File: config.mk
export PLATFORM = sky130hd
export DESIGN_NAME = fifo_flex
export DESIGN_NICKNAME = d
export VERILOG_FILES = /design/src/rtl/fifo_flex.sv
export SDC_FILE = /design/constraint.sdc
export NUM_CORES = 1
export LEC_CHECK = 0
export CAP_MARGIN = 25
export CORE_ASPECT_RATIO = 1.2
export CORE_MARGIN = 2
export CORE_UTILIZATION = 57
export DETAILED_ROUTE_END_ITERATION = 7
export DONT_BUFFER_PORTS = 1
export GPL_TIMING_DRIVEN = 0
export HOLD_SLACK_MARGIN = 0.03
export PLACE_DENSITY_LB_ADDON = 0.1
export SLEW_MARGIN = 40
export SYNTH_ARGS = -nofsm -noshare
export SYNTH_HDL_FRONTEND = slang
export SYNTH_SLANG_ARGS = --single-unit
File: constraint.sdc
create_clock -name clk -period 2.9 [get_ports clk]
set_input_delay 0.58 -clock clk [delete_from_list [all_inputs] [get_ports clk]]
set_output_delay 0.58 -clock clk [all_outputs]
set_load 0.005 [all_outputs]
File: src/rtl/fifo_flex.sv
//------------------------------------------------------------------------------
// Module   : fifo_flex
// Brief    : Single-clock FWFT FIFO of any depth with runtime almost-full/empty
//            thresholds, fill level, synchronous flush and sticky error flags.
// Revision : 1.0
//------------------------------------------------------------------------------
`default_nettype none

module fifo_flex #(
   parameter int DATA_WIDTH = 8,
   parameter int DATA_DEPTH = 12,
   localparam int ADDR_WIDTH = $clog2(DATA_DEPTH),
   localparam int CNT_WIDTH  = $clog2(DATA_DEPTH + 1)
) (
   input  logic                  clk,
   input  logic                  rst,
   input  logic                  flush_i,
   input  logic                  wr_valid_i,
   output logic                  wr_ready_o,
   input  logic [DATA_WIDTH-1:0] wr_data_i,
   output logic                  rd_valid_o,
   input  logic                  rd_ready_i,
   output logic [DATA_WIDTH-1:0] rd_data_o,
   output logic                  full_o,
   output logic                  empty_o,
   output logic                  almost_full_o,
   output logic                  almost_empty_o,
   output logic [CNT_WIDTH-1:0]  level_o,
   input  logic [CNT_WIDTH-1:0]  af_thresh_i,
   input  logic [CNT_WIDTH-1:0]  ae_thresh_i,
   output logic                  overflow_o,
   output logic                  underflow_o,
   input  logic                  err_clr_i
);

   localparam logic [CNT_WIDTH-1:0]  C_DEPTH     = CNT_WIDTH'(DATA_DEPTH);
   localparam logic [ADDR_WIDTH-1:0] C_LAST_ADDR = ADDR_WIDTH'(DATA_DEPTH - 1);

   logic [DATA_WIDTH-1:0] mem_q [DATA_DEPTH];

   logic [ADDR_WIDTH-1:0] wr_ptr_q, wr_ptr_d;
   logic [ADDR_WIDTH-1:0] rd_ptr_q, rd_ptr_d;
   logic [CNT_WIDTH-1:0]  level_q, level_d;
   logic                  overflow_q, overflow_d;
   logic                  underflow_q, underflow_d;

   logic full, empty, wr_fire, rd_fire, mem_we;

   // Depth need not be a power of two, so the wrap point is explicit.
   function automatic logic [ADDR_WIDTH-1:0] ptr_inc(input logic [ADDR_WIDTH-1:0] p);
      return (p == C_LAST_ADDR) ? '0 : p + 1'b1;
   endfunction

   always_comb begin
      full    = (level_q == C_DEPTH);
      empty   = (level_q == '0);
      wr_fire = wr_valid_i & ~full  & ~flush_i;
      rd_fire = rd_ready_i & ~empty & ~flush_i;
      mem_we  = wr_fire & ~rst;

      wr_ptr_d = wr_ptr_q;
      rd_ptr_d = rd_ptr_q;
      level_d  = level_q;
      if (flush_i) begin
         wr_ptr_d = '0;
         rd_ptr_d = '0;
         level_d  = '0;
      end else begin
         if (wr_fire) wr_ptr_d = ptr_inc(wr_ptr_q);
         if (rd_fire) rd_ptr_d = ptr_inc(rd_ptr_q);
         if (wr_fire && !rd_fire)      level_d = level_q + 1'b1;
         else if (rd_fire && !wr_fire) level_d = level_q - 1'b1;
      end

      // A new error event outranks a simultaneous clear.
      overflow_d  = (overflow_q  & ~err_clr_i) | (wr_valid_i & full  & ~flush_i);
      underflow_d = (underflow_q & ~err_clr_i) | (rd_ready_i & empty & ~flush_i);
   end

   always_ff @(posedge clk) begin
      if (rst) begin
         wr_ptr_q    <= '0;
         rd_ptr_q    <= '0;
         level_q     <= '0;
         overflow_q  <= 1'b0;
         underflow_q <= 1'b0;
      end else begin
         wr_ptr_q    <= wr_ptr_d;
         rd_ptr_q    <= rd_ptr_d;
         level_q     <= level_d;
         overflow_q  <= overflow_d;
         underflow_q <= underflow_d;
      end
   end

   always_ff @(posedge clk) begin
      if (mem_we) mem_q[wr_ptr_q] <= wr_data_i;
   end

   always_comb begin
      rd_data_o      = mem_q[rd_ptr_q];
      full_o         = full;
      empty_o        = empty;
      wr_ready_o     = ~full;
      rd_valid_o     = ~empty;
      level_o        = level_q;
      almost_full_o  = (level_q >= af_thresh_i);
      almost_empty_o = (level_q <= ae_thresh_i);
      overflow_o     = overflow_q;
      underflow_o    = underflow_q;
   end

endmodule

`default_nettype wire
==> run_results.csv, run 1 <==
group,metric,value,unit
setup_path,required,2320,ps
clock_network,cts-htree-levels,4,
logic_synthesis,synthTopCellsByArea,"edfxtp_1, mux4_2, dfxtp_1",
logic_synthesis,synth_top_area_share,0.595,
drt,wl_per_cell,20.4,um
layout,n_antenna_cell,0,
clock_network,cts_hold_buf,0,
layout,fillers,577,
power,seqPwrFrac,0.452,
drt,drc,0,
logic_synthesis,syn-cell-area,4840,um^2
place,post-place-ws,353,ps
place,gp_congestion,0.768,
clock_network,post_cts_resize_count,0,
floorplan,core,8200,um^2
global_route,grt_overflow,0,
global_route,grt_max_degree,17,
clock_network,cts_buffers,17,
power,peakVddDrop,533,uV
sta,finalClockSkew,6.94,ps
sta,worst_pin_slew,722,ps
sta,min_period,2680,ps
setup_path,path_cells,"buf_2, buf_2, mux4_2, mux2i_1, o21ai_1",
sta,finalSetupViolCount,0,
clock_network,cts_root_buf,"clkbuf_8",
logic_synthesis,synth_ff_type,"edfxtp_1",
setup_path,path_delay_family,"multiplexers",
drt,drt-pass1-iter-count,4,
global_route,grt_pass1_vias,2647,
sta,worst_slack,216,ps
floorplan,io_pins,42,
power,p_per_area,706,nW/um^2
sta,finalCritPeriodShare,0.926,
setup_path,worstSetupStartpointType,"register",
drt,totalWireLength,9070,um
drt,drtIter0Drc,211,
global_route,grt_pass1_wl,14100,um
clock_network,clkSinkCount,114,
sta,fmax,0.373,GHz
floorplan,initial_core_util,0.591,
logic_synthesis,synth_most_common_cell,"edfxtp_1",
logic_synthesis,synthTopCellsByCount,"edfxtp_1, mux4_2, dfxtp_1, nor2_1, ha_1",
clock_network,clockBufferDepth,2,
floorplan,fp.dieArea,9250,um^2
flow_run,cap_violations,0,
sta,relSlewSlack,0.515,
setup_path,endpoint_kind,"output port",
logic_synthesis,synth_edf_count,96,
layout,synthToLayoutAreaGrowth,16.2,%
setup_path,cpMostUsedCell,"buf_2",
logic_synthesis,yosys_warnings,0,
logic_synthesis,synth_cells,295,
logic_synthesis,synth.distinct_cells,48,
setup_path,cp.arrival,2100,ps
power,swShare,0.191,
power,internal_power,3.21,mW
logic_synthesis,ys_ff_latch,114,
floorplan,fp.dieW,88.1,um
logic_synthesis,synth_area_per_cell,16.4,um^2
clock_network,cts.clk_slew.worst_paths,60,ps
place,port_buffers,0,
sta,slew_viol_final,0,
logic_synthesis,synth_top_cell_by_area,"edfxtp_1",
place,place_inst,412,
sta,rsz0062_at_grt,"no",
logic_synthesis,synthArstFlopShare,0,
drt,vias,2528,
setup_path,cp.buffers_inverters,2,
global_route,track_usage,0.218,
clock_network,post_cts_buffers,0,
layout,num-nets-final,356,
place,dpl.hpwl,5950,um
clock_network,clkLatencyLatePin,510,ps
setup_path,crit_fanout,10,
layout,instances_no_fill,444,
sta,finalHoldViolCount,0,
global_route,antenna_found_initial,0,
logic_synthesis,ys_seq_area_frac,0.670,
setup_path,worstSetupPathType,"reg2out",
setup_path,cpMaxStageDelayCell,"mux4_2",
floorplan,num_rows,36,
power,power.net_switching,0.760,mW
setup_path,critPathMaxStageDelay,350,ps
clock_network,cts_tree,"built",
floorplan,fp.dieH,105,um
power,power,3.97,mW
drt,ant_nets,0,
power,p_clk_frac,0.519,
outcome,outcome,"finished, final reports clean",
min_path,min_path_type,"in2reg",
power,cellLeakagePower,1.95,nW
drt,routed_via_density,5.69,
layout,drive_gt1_frac,0.236,
power,comb_power_share,0.028,
logic_synthesis,synthesis.nets,334,
[stage by stage]
step / utilization / cell area, um^2 / hold WS, ps / setup TNS (ps)
floorplan: - / 4840 / 480 / 0
detailed placement: 0.611 / 5010 / 519 / 0
CTS: 0.686 / 5630 / 148 / 0
global route: 0.687 / 5630 / 131 / 0
global placement: 0.608 / 4980 / 503 / -2350
finish: 0.687 / 5630 / 167 / 0
[kinds of logic (layout without fill, tap and decap cells)]
logic type                 Yosys count  after routing  share of synthesized area
and+or+nand+nor                     68             68                     0.0765
AOI/OAI and AO/OA                   33             33                     0.0416
DFF                                114            114                      0.670
muxes                               35             35                      0.134
xor gates and xnor gates             2              2                    0.00362
adders and majority gates           17             17                     0.0455
buffers and inverters               26             61                     0.0287
[registers in the layout (all words and copies together), names as in the netlist, named ones only]
| name | flops |
|---|---|
| mem_q | 96 |
| level_o | 4 |
| rd_ptr_q | 4 |
| wr_ptr_q | 4 |
| overflow_o | 1 |
| underflow_o | 1 |
[final timing paths]
path / from / to / slack (ps) / depth (start not counted)
worst max-delay path: register / rd_data_o[7] / 220 / 5
worst min-delay path: wr_data_i[7] / mem_q[7][7] / 170 / 0
worst max register to register: level_o[1] / level_o[3] / 340 / 9
worst min register to register: wr_ptr_q[1] / wr_ptr_q[1] / 520 / 2
[cell type report]
class	count	area, um^2	area share
clock buffer	26	551	0.0978
clock inverter	6	62.6	0.0111
sequential	114	3240	0.576
buffer	12	86.3	0.0153
inverter	14	52.6	0.00934
timing repair buffer	3	15.0	0.00267
multi-input combinational	155	1480	0.262
tap	114	143	0.0253
[worst reg2reg max path: cells and delay by family (launching register included)]
family	cells	cell delay (ps)
AOI/OAI and AO/OA	4	740
adders and majority gates	2	500
buffers and inverters	1	90
DFF	1	420
and+or+nand+nor	2	750
[layout by cell type, fill, tap and decap left out, drive strengths merged, types with 5 or more instances in the layout]
master,instances
a21oi,9
and3,9
buf,11
clkbuf,30
dfxtp,18
edfxtp,96
ha,16
inv,15
mux2i,11
mux4,24
nand2,17
nand3,5
nor2,18
nor2b,7
o21ai,10
[power groups by stage]
stage / clock, mW / sequential (mW) / combinational, mW
after floorplan: 0 / 1.83 / 0.0942
after global placement: 0 / 1.83 / 0.110
after detailed placement: 0 / 1.83 / 0.114
after CTS: 2.09 / 1.80 / 0.114
after global routing: 2.17 / 1.80 / 0.128
final: 2.06 / 1.80 / 0.112
[routing by layer]
layer  global-route usage  wire (um)  up-vias
met3               0.0742        401       18
li1                     -          -     1183
met5                    0          0        -
met2                0.368       4900       66
met1                0.253       3550     1261
met4               0.0844        219        0
(Power assumes the default switching activity.)
==> run 2: changes to the inputs <==
--- a/config.mk
+++ b/config.mk
@@ -8,7 +8,7 @@
 export CAP_MARGIN = 25
 export CORE_ASPECT_RATIO = 1.2
 export CORE_MARGIN = 2
-export CORE_UTILIZATION = 57
+export CORE_UTILIZATION = 35
 export DETAILED_ROUTE_END_ITERATION = 7
 export DONT_BUFFER_PORTS = 1
 export GPL_TIMING_DRIVEN = 0
==> run 2 against run 1 <==
  * Routed wire length rose by 9.6%
  * Setup slack improved by 90 ps
  * Sequential power barely moved
  * Fmax rose by 3.5%
  * Global-route usage fell by 7.3 points
  * Highest routed layer unchanged
==> run_results.csv, run 2 (same netlist as run 1, synthesis figures left out) <==
group,metric,value,unit
setup_path,cp.buffers_inverters,1,
clock_network,cts.clk_slew.worst_paths,50,ps
sta,worst_pin_slew,558,ps
drt,vias,2505,
floorplan,num_rows,47,
setup_path,cpMaxStageDelayCell,"or4_4",
sta,worst_slack,306,ps
drt,drtIter0Drc,140,
global_route,grt_pass1_wl,15500,um
layout,n_antenna_cell,0,
layout,largest_reg_flops,96,
place,post-place-ws,318,ps
floorplan,core,13600,um^2
place,place_inst,470,
global_route,track_usage,0.144,
setup_path,crit_fanout,8,
outcome,outcome,"finished, final reports clean",
clock_network,clockBufferDepth,2,
setup_path,critPathMaxStageDelay,620,ps
drt,routed_via_density,4.99,
sta,relSlewSlack,0.628,
global_route,grt_pass1_vias,2727,
clock_network,clkSinkCount,114,
floorplan,initial_core_util,0.355,
sta,finalCritPeriodShare,0.895,
drt,wl_per_cell,19.8,um
floorplan,io_pins,42,
setup_path,endpoint_kind,"register",
global_route,grt_overflow,0,
global_route,grt_max_degree,17,
clock_network,cts_tree,"built",
setup_path,critical_path.endpoint,"level_o[3]",
setup_path,worstSetupStartpointType,"register",
layout,top_register,"mem_q",
setup_path,rrSetupSlack,310,ps
clock_network,post_cts_resize_count,0,
power,peakVddDrop,267,uV
clock_network,cts_root_buf,"clkbuf_16",
setup_path,cpMostUsedCell,"ha_1",
place,port_buffers,0,
sta,rsz0062_at_grt,"no",
clock_network,clkLatencyLatePin,400,ps
sta,finalHoldViolCount,0,
layout,final_cell_mix,"edfxtp_1, mux4_2, dfxtp_1, nor2_1, clkbuf_16",
flow_run,cap_violations,0,
layout,final_common_cell,"edfxtp_1",
setup_path,path_cells,"or4_4, nand2_4, ha_1, inv_1, ha_1, a21oi_1, a211o_1, a211oi_1, a31o_2",
layout,synthToLayoutAreaGrowth,17.5,%
global_route,antenna_found_initial,0,
sta,finalClockSkew,7.73,ps
sta,slew_viol_final,0,
clock_network,cts_hold_buf,0,
layout,ff_latch_area,3240,um^2
min_path,min_path_type,"in2reg",
power,p_per_area,706,nW/um^2
sta,min_period,2590,ps
setup_path,path_delay_family,"simple AND/OR/NAND/NOR gates",
setup_path,cp.arrival,2940,ps
sta,finalSetupViolCount,0,
place,dpl.hpwl,6720,um
drt,ant_nets,0,
setup_path,r2r_cells,9,
setup_path,timing.rr.end,"level_o[3]",
power,power,4.02,mW
clock_network,post_cts_buffers,0,
layout,multiInputGateArea,1480,um^2
clock_network,cts_buffers,17,
floorplan,fp.dieW,111,um
setup_path,r2r_start,"level_o[1]",
setup_path,crit_start,"level_o[1]",
drt,drt-pass1-iter-count,4,
layout,fillers,1262,
drt,drc,0,
layout,num-nets-final,357,
layout,instances_no_fill,502,
setup_path,worstSetupPathType,"reg2reg",
floorplan,fp.dieArea,14800,um^2
place,gp_congestion,0.709,
layout,drive_gt1_frac,0.230,
setup_path,required,3250,ps
floorplan,fp.dieH,133,um
sta,worst_hold_slack,271,ps
sta,fmax,0.385,GHz
clock_network,cts-htree-levels,4,
drt,totalWireLength,9950,um
power,cellLeakagePower,1.95,nW
setup_path,cp.depth,9,
run 2: report_power, final:
group          leakage, nW  switching (mW)  internal [mW]  total (mW)
registers             1.01          0.0109           1.79        1.80
clock network        0.291           0.685           1.42        2.11
logic                0.646          0.0617         0.0519       0.114
total                 1.95           0.758           3.26        4.02
run 2: cell type report:
| cell class | instances | area share |
|---|---|---|
| sequential | 114 | 0.570 |
| multi-input combinational | 155 | 0.259 |
| clock buffer | 20 | 0.0767 |
| tap | 171 | 0.0376 |
| clock inverter | 12 | 0.0288 |
| buffer | 12 | 0.0152 |
| inverter | 14 | 0.00923 |
| timing repair buffer | 4 | 0.00352 |
run 2: how the worst min path moves through the flow:
stage	startpoint	end	slack, ps	cells after the start
finish	wr_data_i[6]	mem_q[9][6]	270	0
global route	wr_data_i[6]	mem_q[9][6]	250	0
CTS	wr_data_i[0]	mem_q[9][0]	250	0
detailed placement	rd_ptr_q[0]	rd_ptr_q[0]	510	2
global placement	wr_ptr_q[1]	wr_ptr_q[1]	510	2
floorplan	rd_ptr_q[0]	register	480	2
run 2: routing by layer:
layer	share of wire	track usage	routed length, um
met1	0.43	0.175	4250
met3	0.044	0.0467	434
met5	0	0	0
met4	0.018	0.0556	176
met2	0.51	0.241	5090
run 2: through the flow:
stage / cell area (um^2) / setup TNS (ps) / util
after detailed placement: 5090 / 0 / 0.373
after global routing: 5690 / 0 / 0.417
after global placement: 5060 / -5560 / 0.371
final: 5690 / 0 / 0.417
after floorplan: 4840 / 0 / -
after CTS: 5690 / 0 / 0.417
